--- config.mk ---
export PLATFORM = sky130hd
export DESIGN_NAME = reference_reader
export DESIGN_NICKNAME = d
export VERILOG_FILES = /design/src/rtl/reference_reader_pkg.sv /design/src/rtl/reference_reader_sample_fifo.sv /design/src/rtl/reference_reader.sv
export SDC_FILE = /design/constraint.sdc
export NUM_CORES = 1
export LEC_CHECK = 0
export CORE_MARGIN = 2
export CORE_UTILIZATION = 47
export DETAILED_ROUTE_END_ITERATION = 8
export PLACE_DENSITY = 0.76
export SLEW_MARGIN = 20
export SYNTH_ARGS = -nofsm -noshare
export SYNTH_HDL_FRONTEND = slang
export SYNTH_HIERARCHICAL = 1
export SYNTH_SLANG_ARGS = --single-unit
--- constraint.sdc ---
create_clock -name clk -period 2.4 [get_ports clk]
set_input_delay 0.6 -clock clk [delete_from_list [all_inputs] [get_ports clk]]
set_output_delay 0.6 -clock clk [all_outputs]
set_load 0.05 [all_outputs]
--- src/rtl/reference_reader_pkg.sv ---
// Shared definitions for reference_reader and its skid FIFO.
//   state_e        : sequencer states (IDLE / RUN / DRAIN)
//   FIFO_DEPTH     : skid FIFO entries; also the request credit limit
//   FIFO_CNT_BITS  : width of the FIFO occupancy count (0..FIFO_DEPTH)
package reference_reader_pkg;

    typedef enum logic [1:0] {
        IDLE  = 2'd0,
        RUN   = 2'd1,
        DRAIN = 2'd2
    } state_e;

    localparam int unsigned FIFO_DEPTH    = 2;
    localparam int unsigned FIFO_CNT_BITS = 2;

endpackage

--- src/rtl/reference_reader_sample_fifo.sv ---
// 2-entry first-word-fall-through FIFO holding {I, Q, tlast} samples.
// Ports:
//   clk, rst_n : clock, asynchronous active-low reset
//   push/wdata : write request and data (accepted when not full, or full with pop)
//   pop        : read request (ignored when empty)
//   rdata      : head entry, valid whenever count != 0
//   count      : current occupancy 0..FIFO_DEPTH
module reference_reader_sample_fifo
    import reference_reader_pkg::*;
#(
    parameter int unsigned width = 25
) (
    input  logic                     clk,
    input  logic                     rst_n,
    input  logic                     push,
    input  logic [width-1:0]         wdata,
    input  logic                     pop,
    output logic [width-1:0]         rdata,
    output logic [FIFO_CNT_BITS-1:0] count
);

    logic [width-1:0]         mem_q [FIFO_DEPTH];
    logic [width-1:0]         mem_d [FIFO_DEPTH];
    logic                     wr_ptr_q, wr_ptr_d;
    logic                     rd_ptr_q, rd_ptr_d;
    logic [FIFO_CNT_BITS-1:0] count_q, count_d;
    logic                     do_push, do_pop;

    always_comb begin
        do_pop  = pop && (count_q != '0);
        // A full FIFO still takes a write when the head leaves in the same cycle.
        do_push = push && ((count_q != FIFO_CNT_BITS'(FIFO_DEPTH)) || do_pop);
        mem_d   = mem_q;
        if (do_push) begin
            mem_d[wr_ptr_q] = wdata;
        end
        wr_ptr_d = wr_ptr_q ^ do_push;
        rd_ptr_d = rd_ptr_q ^ do_pop;
        count_d  = count_q + FIFO_CNT_BITS'(do_push) - FIFO_CNT_BITS'(do_pop);
    end

    always_ff @(posedge clk or negedge rst_n) begin
        if (!rst_n) begin
            mem_q    <= '{default: '0};
            wr_ptr_q <= 1'b0;
            rd_ptr_q <= 1'b0;
            count_q  <= '0;
        end else begin
            mem_q    <= mem_d;
            wr_ptr_q <= wr_ptr_d;
            rd_ptr_q <= rd_ptr_d;
            count_q  <= count_d;
        end
    end

    assign rdata = mem_q[rd_ptr_q];
    assign count = count_q;

endmodule

--- src/rtl/reference_reader.sv ---
// Sequencer upstream of reference_buffer: issues buffer_length read addresses
// starting at `shift` (wrapping at buffer_length), captures returned I/Q one
// cycle after each request and streams them as one AXI-Stream pass with tlast
// on the final beat. A 2-entry skid FIFO plus request credits absorbs the
// buffer's read latency under downstream back-pressure.
// Ports:
//   clk, rst_n            : clock, asynchronous active-low reset
//   start, shift          : begin a pass at index `shift` (sampled in IDLE)
//   busy, done, err       : pass active / 1-cycle completion / 1-cycle bad-shift reject
//   ref_rvalid, ref_raddr : read request to buffer
//   ref_rready            : held high from the first clock after reset
//   ref_svalid, ref_i/q   : buffer read data (svalid is sticky, qualified by our own request)
//   m_axis_*              : output sample stream
// Build option: REF_READER_CONJ_EN - emit the conjugate (Q negated, most
// negative Q saturated to the most positive value), applied at FIFO push.
module reference_reader
    import reference_reader_pkg::*;
#(
    parameter int unsigned buffer_length = 10,
    parameter int unsigned index_bits    = 4,
    parameter int unsigned i_bits        = 12,
    parameter int unsigned q_bits        = 12
) (
    input  logic                     clk,
    input  logic                     rst_n,
    input  logic                     start,
    input  logic [index_bits-1:0]    shift,
    output logic                     busy,
    output logic                     done,
    output logic                     err,
    output logic                     ref_rvalid,
    output logic [index_bits-1:0]    ref_raddr,
    output logic                     ref_rready,
    input  logic                     ref_svalid,
    input  logic signed [i_bits-1:0] ref_i,
    input  logic signed [q_bits-1:0] ref_q,
    output logic                     m_axis_tvalid,
    input  logic                     m_axis_tready,
    output logic signed [i_bits-1:0] m_axis_i,
    output logic signed [q_bits-1:0] m_axis_q,
    output logic                     m_axis_tlast
);

    localparam int unsigned          WIDTH    = i_bits + q_bits + 1;
    localparam logic [index_bits-1:0] LAST_IDX = index_bits'(buffer_length - 1);

    state_e                   state_q, state_d;
    logic [index_bits-1:0]    addr_q, addr_d;
    logic [index_bits-1:0]    issued_q, issued_d;   // requests issued this pass
    logic [index_bits-1:0]    beat_q, beat_d;       // samples pushed this pass
    logic                     inflight_q, inflight_d;
    logic                     done_q, done_d;
    logic                     err_q, err_d;
    logic                     rready_q, rready_d;

    logic                     req;
    logic                     push;
    logic                     pop;
    logic [2:0]               slots;
    logic signed [q_bits-1:0] q_push;
    logic [WIDTH-1:0]         fifo_wdata;
    logic [WIDTH-1:0]         fifo_rdata;
    logic [FIFO_CNT_BITS-1:0] fifo_count;
    logic                     head_tlast;

    // State register
    always_ff @(posedge clk or negedge rst_n) begin
        if (!rst_n) begin
            state_q    <= IDLE;
            addr_q     <= '0;
            issued_q   <= '0;
            beat_q     <= '0;
            inflight_q <= 1'b0;
            done_q     <= 1'b0;
            err_q      <= 1'b0;
            rready_q   <= 1'b0;
        end else begin
            state_q    <= state_d;
            addr_q     <= addr_d;
            issued_q   <= issued_d;
            beat_q     <= beat_d;
            inflight_q <= inflight_d;
            done_q     <= done_d;
            err_q      <= err_d;
            rready_q   <= rready_d;
        end
    end

    // Next-state
    always_comb begin
        state_d    = state_q;
        addr_d     = addr_q;
        issued_d   = issued_q;
        beat_d     = push ? beat_q + 1'b1 : beat_q;
        inflight_d = req;
        done_d     = 1'b0;
        err_d      = 1'b0;
        rready_d   = 1'b1;
        case (state_q)
            IDLE: begin
                if (start) begin
                    if (32'(shift) < buffer_length) begin
                        state_d  = RUN;
                        addr_d   = shift;
                        issued_d = '0;
                        beat_d   = '0;
                    end else begin
                        err_d = 1'b1;
                    end
                end
            end
            RUN: begin
                if (req) begin
                    issued_d = issued_q + 1'b1;
                    addr_d   = (addr_q == LAST_IDX) ? '0 : addr_q + 1'b1;
                    if (issued_q == LAST_IDX) begin
                        state_d = DRAIN;
                    end
                end
            end
            DRAIN: begin
                if (pop && head_tlast) begin
                    state_d = IDLE;
                    done_d  = 1'b1;
                end
            end
            default: state_d = IDLE;
        endcase
    end

    // Outputs and datapath control
    always_comb begin
        pop   = m_axis_tvalid && m_axis_tready;
        // A pop this cycle frees a slot, which keeps the stream at full rate.
        slots = 3'(fifo_count) + 3'(inflight_q) - 3'(pop);
        req   = (state_q == RUN) && (slots < 3'(FIFO_DEPTH));
        push  = inflight_q && ref_svalid;
`ifdef REF_READER_CONJ_EN
        if (ref_q == {1'b1, {(q_bits-1){1'b0}}}) begin
            q_push = {1'b0, {(q_bits-1){1'b1}}};
        end else begin
            q_push = -ref_q;
        end
`else
        q_push = ref_q;
`endif
        fifo_wdata = {ref_i, q_push, (beat_q == LAST_IDX)};
    end

    reference_reader_sample_fifo #(
        .width (WIDTH)
    ) u_fifo (
        .clk   (clk),
        .rst_n (rst_n),
        .push  (push),
        .wdata (fifo_wdata),
        .pop   (pop),
        .rdata (fifo_rdata),
        .count (fifo_count)
    );

    assign {m_axis_i, m_axis_q, head_tlast} = fifo_rdata;
    assign m_axis_tvalid = (fifo_count != '0);
    assign m_axis_tlast  = head_tlast && m_axis_tvalid;
    assign ref_rvalid    = req;
    assign ref_raddr     = addr_q;
    assign ref_rready    = rready_q;
    assign busy          = (state_q != IDLE);
    assign done          = done_q;
    assign err           = err_q;

endmodule

# --- Word level (Yosys, flattened, before mapping) ---
# Index checks and enable logic that the tools add are counted.
classes:
  n_addsub: 7
  order_cmp: 5
  eq_ne: 11
  n_mux: 30
  bitwise_logic: 4
  reduce_logical: 15
ops:
  columns: ["op", "n"]
  rows:
  - ["25-bit two-way mux", 4]
  - ["50-bit bitwise mux", 1]
  - ["4-bit two-way mux", 11]
  - ["25-bit demux with 1-bit select", 1]
  - ["4-bit one-hot mux with 2 select lines", 2]
  - ["4-bit by 1-bit adder with 4-bit output, second input constant", 3]
  - ["4-bit == test, second input constant", 3]
  - ["2-bit inequality test, second input constant", 6]
  - ["2-bit two-way mux", 5]
  - ["1-bit logical AND", 8]
  - ["2-bit one-hot mux with 3 select lines", 1]
  - ["2-bit nonzero test", 3]
  - ["1-bit two-way mux", 5]
  - ["5-bit AND reduction", 1]
  - ["2-bit greater-or-equal comparator, second input constant", 2]
  - ["4-bit less-than comparator, second input constant", 1]
  - ["1-bit inverter with 2-bit output", 2]
  - ["4-bit AND reduction", 1]
  - ["2-bit by 1-bit adder with 3-bit output", 1]
  - ["3-bit by 2-bit less-than comparator with 1-bit output, second input constant", 1]
  - ["3-bit by 1-bit subtractor with 3-bit output", 1]
  - ["2-bit by 1-bit adder with 2-bit output", 1]
  - ["2-bit by 1-bit == test with 1-bit output, second input constant", 1]
  - ["2-bit == test, second input constant", 1]
  - ["5 further kinds", 6]
totals:
  regBits: 72
  input_bits: 33
  wordCells: 85

# --- Longest topological paths before layout ---
logic_depth:
  word_depth: 7
  ltp_mapped: 8
  ltp_nobuf: 8

# --- Modules after synthesis ---
# Netlist, hierarchy kept.
modules_own_cells:
  columns: ["mod", "n_inst", "cells_per_inst", "area_each_um2"]
  rows:
  - ["reference_reader_sample_fifo", 1, 152, 2686.3]
  - ["reference_reader", 1, 100, 1018.5]

# --- Worst setup path after synthesis ---
# Ideal clock, no wire load.
synth_path:
  path_type: "input -> output"
  start: "input port m_axis_tready"
  end: "output port ref_rvalid"
  t_arrival_ns: 2.096
  slack_ns: -0.296
  path_stages: 6
  n_path_buf: 0
  path_cell_list: "and3b_2 > o21ai_0 > fa_1 > xnor2_2 > nand3_1 > inv_1"
synth_between:
  elab_chain_len: 4
synth_lines:
  columns: ["element", "line", "text"]
  rows:
  - ["from (decl)", "reference_reader.sv:38", "input logic m_axis_tready,"]
  - ["1-bit logical AND", "reference_reader.sv:133", "pop = m_axis_tvalid && m_axis_tready;"]
  - ["3-bit by 1-bit subtractor with 3-bit output", "reference_reader.sv:135", "slots = 3'(fifo_count) + 3'(inflight_q) - 3'(pop);"]
  - ["3-bit by 2-bit less-than comparator with 1-bit output", "reference_reader.sv:136", "req = (state_q == RUN) && (slots < 3'(FIFO_DEPTH));"]
  - ["1-bit logical AND", "reference_reader.sv:136", null]
  - ["to (decl)", "reference_reader.sv:31", "output logic ref_rvalid,"]
# No other way between the ends.

# --- Final worst setup path ---
layout_path:
  start: "register u_fifo.count_q[0] (netlist: u_fifo/count[0])"
  end: "output port ref_rvalid"
layout_between:
  elab_chain_len: 5
layout_lines:
  columns: ["element", "line", "text"]
  rows:
  - ["from (decl)", "reference_reader_sample_fifo.sv:26", "logic [FIFO_CNT_BITS-1:0] count_q, count_d;"]
  - ["from (signal assigned)", "reference_reader_sample_fifo.sv:52", "count_q <= count_d;"]
  - ["parallel branches: the longest is 2 deep, another holds 2-bit by 1-bit adder with 3-bit output", null, null]
  - ["3-bit by 1-bit subtractor with 3-bit output *", "reference_reader.sv:135", null]
  - ["3-bit by 2-bit less-than comparator with 1-bit output *", "reference_reader.sv:136", null]
  - ["1-bit logical AND *", "reference_reader.sv:136", null]
# Mark *: on every way between the ends.

==> flow_metrics.py <==
metrics = {
    "global_route": {
        "grt_pass1_vias": 2378,
        "grt_most_used_layer": "met2",
        "use_met3": 0.03662,
        "grt.total_usage": 0.1729,
        "grt_use_met1": 0.2274,
        "grt_pass1_wl_um": 11650,
        "grt_max_degree": 33,
        "antenna_found_initial": 0,
        "grt.met2_usage": 0.2832,
        "grt-ovfl-total": 0,
    },
    "timing": {
        "maxSlewViolCount": 0,
        "rsz0062_at_grt": "yes",
        "tightestPinTransition_ns": 0.6010,
        "min_period_over_period": 1.100,
        "finalClockSkew_ns": 0.007378,
        "max_slew_margin": 0.5993,
        "hold_viol": 0,
        "worst_slack_ns": -0.2392,
        "finalSetupViolCount": 1,
        "finalCriticalPeriod_ns": 2.639,
        "fmax_ghz": 0.3789,
    },
    "worst_setup_path": {
        "path_cells": "and3b_2 -> o21ai_2 -> fa_2 -> xnor2_4 -> nand3_4 -> clkinvlp_4 -> buf_12",
        "required_ns": 1.80,
        "worst_r2r_path_depth": 8,
        "crit_type": "reg -> out",
        "startpoint_type": "register",
        "arrival_ns": 2.04,
        "cpPeakStageDelay_ns": 0.41,
        "reg2reg_slack_ns": 0.09,
        "end_kind": "output port",
        "timing.rr.start": "u_fifo/count[0]$_DFF_PN0_",
        "critPathSlowestCell": "fa_2",
        "crit_path_max_fanout": 3,
        "r2r_end": "u_fifo/mem_q[10]$_DFFE_PN0P_",
    },
    "yosys": {
        "async_reset_ff_frac": 1.000,
        "synth_edf_count": 0,
        "synth.largest_area_cell": "dfrtp_1",
        "synth_nets": 294,
        "synth_area_leaders": "dfrtp_1, mux2_4, mux2_2",
        "syn_avg_cell_area_um2": 14.70,
        "synthDistinctLibCells": 43,
        "ys_seq_area_frac": 0.4863,
        "synth_cells": 252,
        "ys.flop_type": "dfrtp_1",
        "yosys_warnings": 6,
        "synth.top_cell.area_share": 0.4863,
        "syn_area_um2": 3705,
        "synth-seq-cells": 72,
    },
    "cells_and_area": {
        "finish.utilization": 0.6543,
        "area_growth_syn_to_layout_pct": 35.76,
        "layout_commonest_cell": "dfrtp_1",
        "final_nets": 380,
        "nFillCells": 578,
        "diodes": 0,
        "layout_common_cells": "dfrtp_1, mux2_4, clkdlybuf4s50_1",
        "drive_above_1_share": 0.4461,
    },
    "clock_tree": {
        "h-tree-depth": 3,
        "numClockSinks": 72,
        "clockBufferDepth": 2,
        "insertion_delay_ns": 0.34,
        "path_clk_slew_ns": 0.08,
        "tritoncts": "done",
        "numCtsBuffers": 9,
        "root_buffer": "clkbuf_8",
        "postCtsHoldBufs": 0,
    },
    "flow_run": {
        "drv_cap": 0,
    },
    "floorplanning": {
        "core_um2": 7687,
        "dieHeight_um": 92.79,
        "row_count": 32,
        "io_pins": 68,
        "die_x_um": 92.79,
        "start_util": 0.4819,
        "die_area_um2": 8609,
    },
    "place": {
        "port_buffers": 67,
        "hpwl_um": 4883,
        "gp_congestion": 0.7957,
    },
    "detailed_routing": {
        "routed-via-count": 2203,
        "wirelength_um": 6908,
        "drtPass1Iterations": 4,
        "drc": 0,
        "first_iter_violations": 70,
        "wl_per_cell_um": 15.52,
        "antenna_left": 0,
        "viasPerCell": 4.951,
    },
    "status": {
        "status": "complete, but fails checks",
        "violations": "setup timing",
    },
    "worst_hold_path": {
        "hold_path.class": "in -> async",
    },
}
==> sequential cells by signal (all words and copies together), names as in the netlist <==
register and count:
beat_q 4, done 1, err 1, inflight_q 1, issued_q 4, ref_raddr 4
ref_rready 1, state_q 2, u_fifo/count 2, u_fifo/mem_q 50, u_fifo/rd_ptr_q 1, u_fifo/wr_ptr_q 1
==> per-layer routing <==
metal / wire length (um) / vias up
li1: - / 1045
met1: 3121 / 1098
met2: 3392 / 51
met3: 315 / 9
met4: 78 / 0
met5: 0 / -
==> final cells by class <==
cell class | instances | area, um2 | area share
inverter | 8 | 33.78 | 0.006716
multi-input combinational | 160 | 1737 | 0.3453
sequential | 72 | 1802 | 0.3582
clock inverter | 6 | 72.57 | 0.01443
clock buffer | 10 | 137.6 | 0.02736
tap | 102 | 127.6 | 0.02537
timing repair buffer | 87 | 1120 | 0.2226
==> cell families after synthesis <==
logic type | share of synthesized area
multiplexers | 0.2931
buffers and inverters | 0.05505
AO/OA/AOI/OAI | 0.04391
other | 0.001012
AND/OR/NAND/NOR | 0.06248
XOR/XNOR | 0.02567
flip-flops | 0.4863
adder cells (fa/ha/maj) | 0.03242
==> how the worst max path moves through the flow <==
stage | start | to | slack (ns) | cells after the start
6_report | u_fifo/count[0]$_DFF_PN0_ | ref_rvalid | -0.24 | 7
5_1_grt | u_fifo/count[1]$_DFF_PN0_ | ref_rvalid | -0.31 | 7
4_1_cts | u_fifo/count[0]$_DFF_PN0_ | ref_rvalid | -0.22 | 7
3_5_place_dp | m_axis_tready | ref_rvalid | -0.58 | 8
3_3_place_gp | m_axis_tready | ref_rvalid | -0.53 | 8
2_1_floorplan | m_axis_tready | ref_rvalid | -0.06 | 6
==> cells in the mapped netlist (5+ instances only) <==
| library cell | number |
|---|---|
| ha_1 | 8 |
| nor2_1 | 10 |
| mux2_4 | 59 |
| inv_1 | 8 |
| xor2_1 | 5 |
| dfrtp_1 | 72 |
| nand2_1 | 9 |
| mux2_2 | 16 |
| a21oi_1 | 5 |
| o21ai_0 | 5 |
| buf_12 | 6 |
==> per-stage QoR <==
step / TNS [ns] / hold WS, ns / setup slack (ns) / instance area [um2] / std cells
after global placement: -3.029 / 0.4848 / -0.5271 / 4791 / 425
final: -0.2392 / 0.2595 / -0.2392 / 5030 / 445
after floorplan: -0.06066 / 0.3044 / -0.06066 / 3739 / 252
after detailed placement: -3.888 / 0.4952 / -0.5841 / 4791 / 425
after CTS: -0.2181 / 0.2611 / -0.2181 / 5002 / 442
after global routing: -0.3050 / 0.2875 / -0.3050 / 5030 / 445
==> worst max-delay path, delay by kind of cell, from the launching register on <==
kind,cells,cell delay (ns)
simple gates,2,0.37
compound gates,1,0.07
buf+inv,2,0.24
flops,1,0.40
xor+xnor,1,0.22
fa+ha+maj,1,0.41
==> repair_timing <==
item / in CTS / in global routing
hold endpoints to repair: 0 / 0
setup endpoints to repair: 6 / 1
resized for setup: 5 / 1
buffers inserted: 1 / 3
pin swaps: 5 / 4
Power is left out: the tool's default activity adds up to more than one toggle a clock period on the data nets, which glitch-free logic cannot reach.
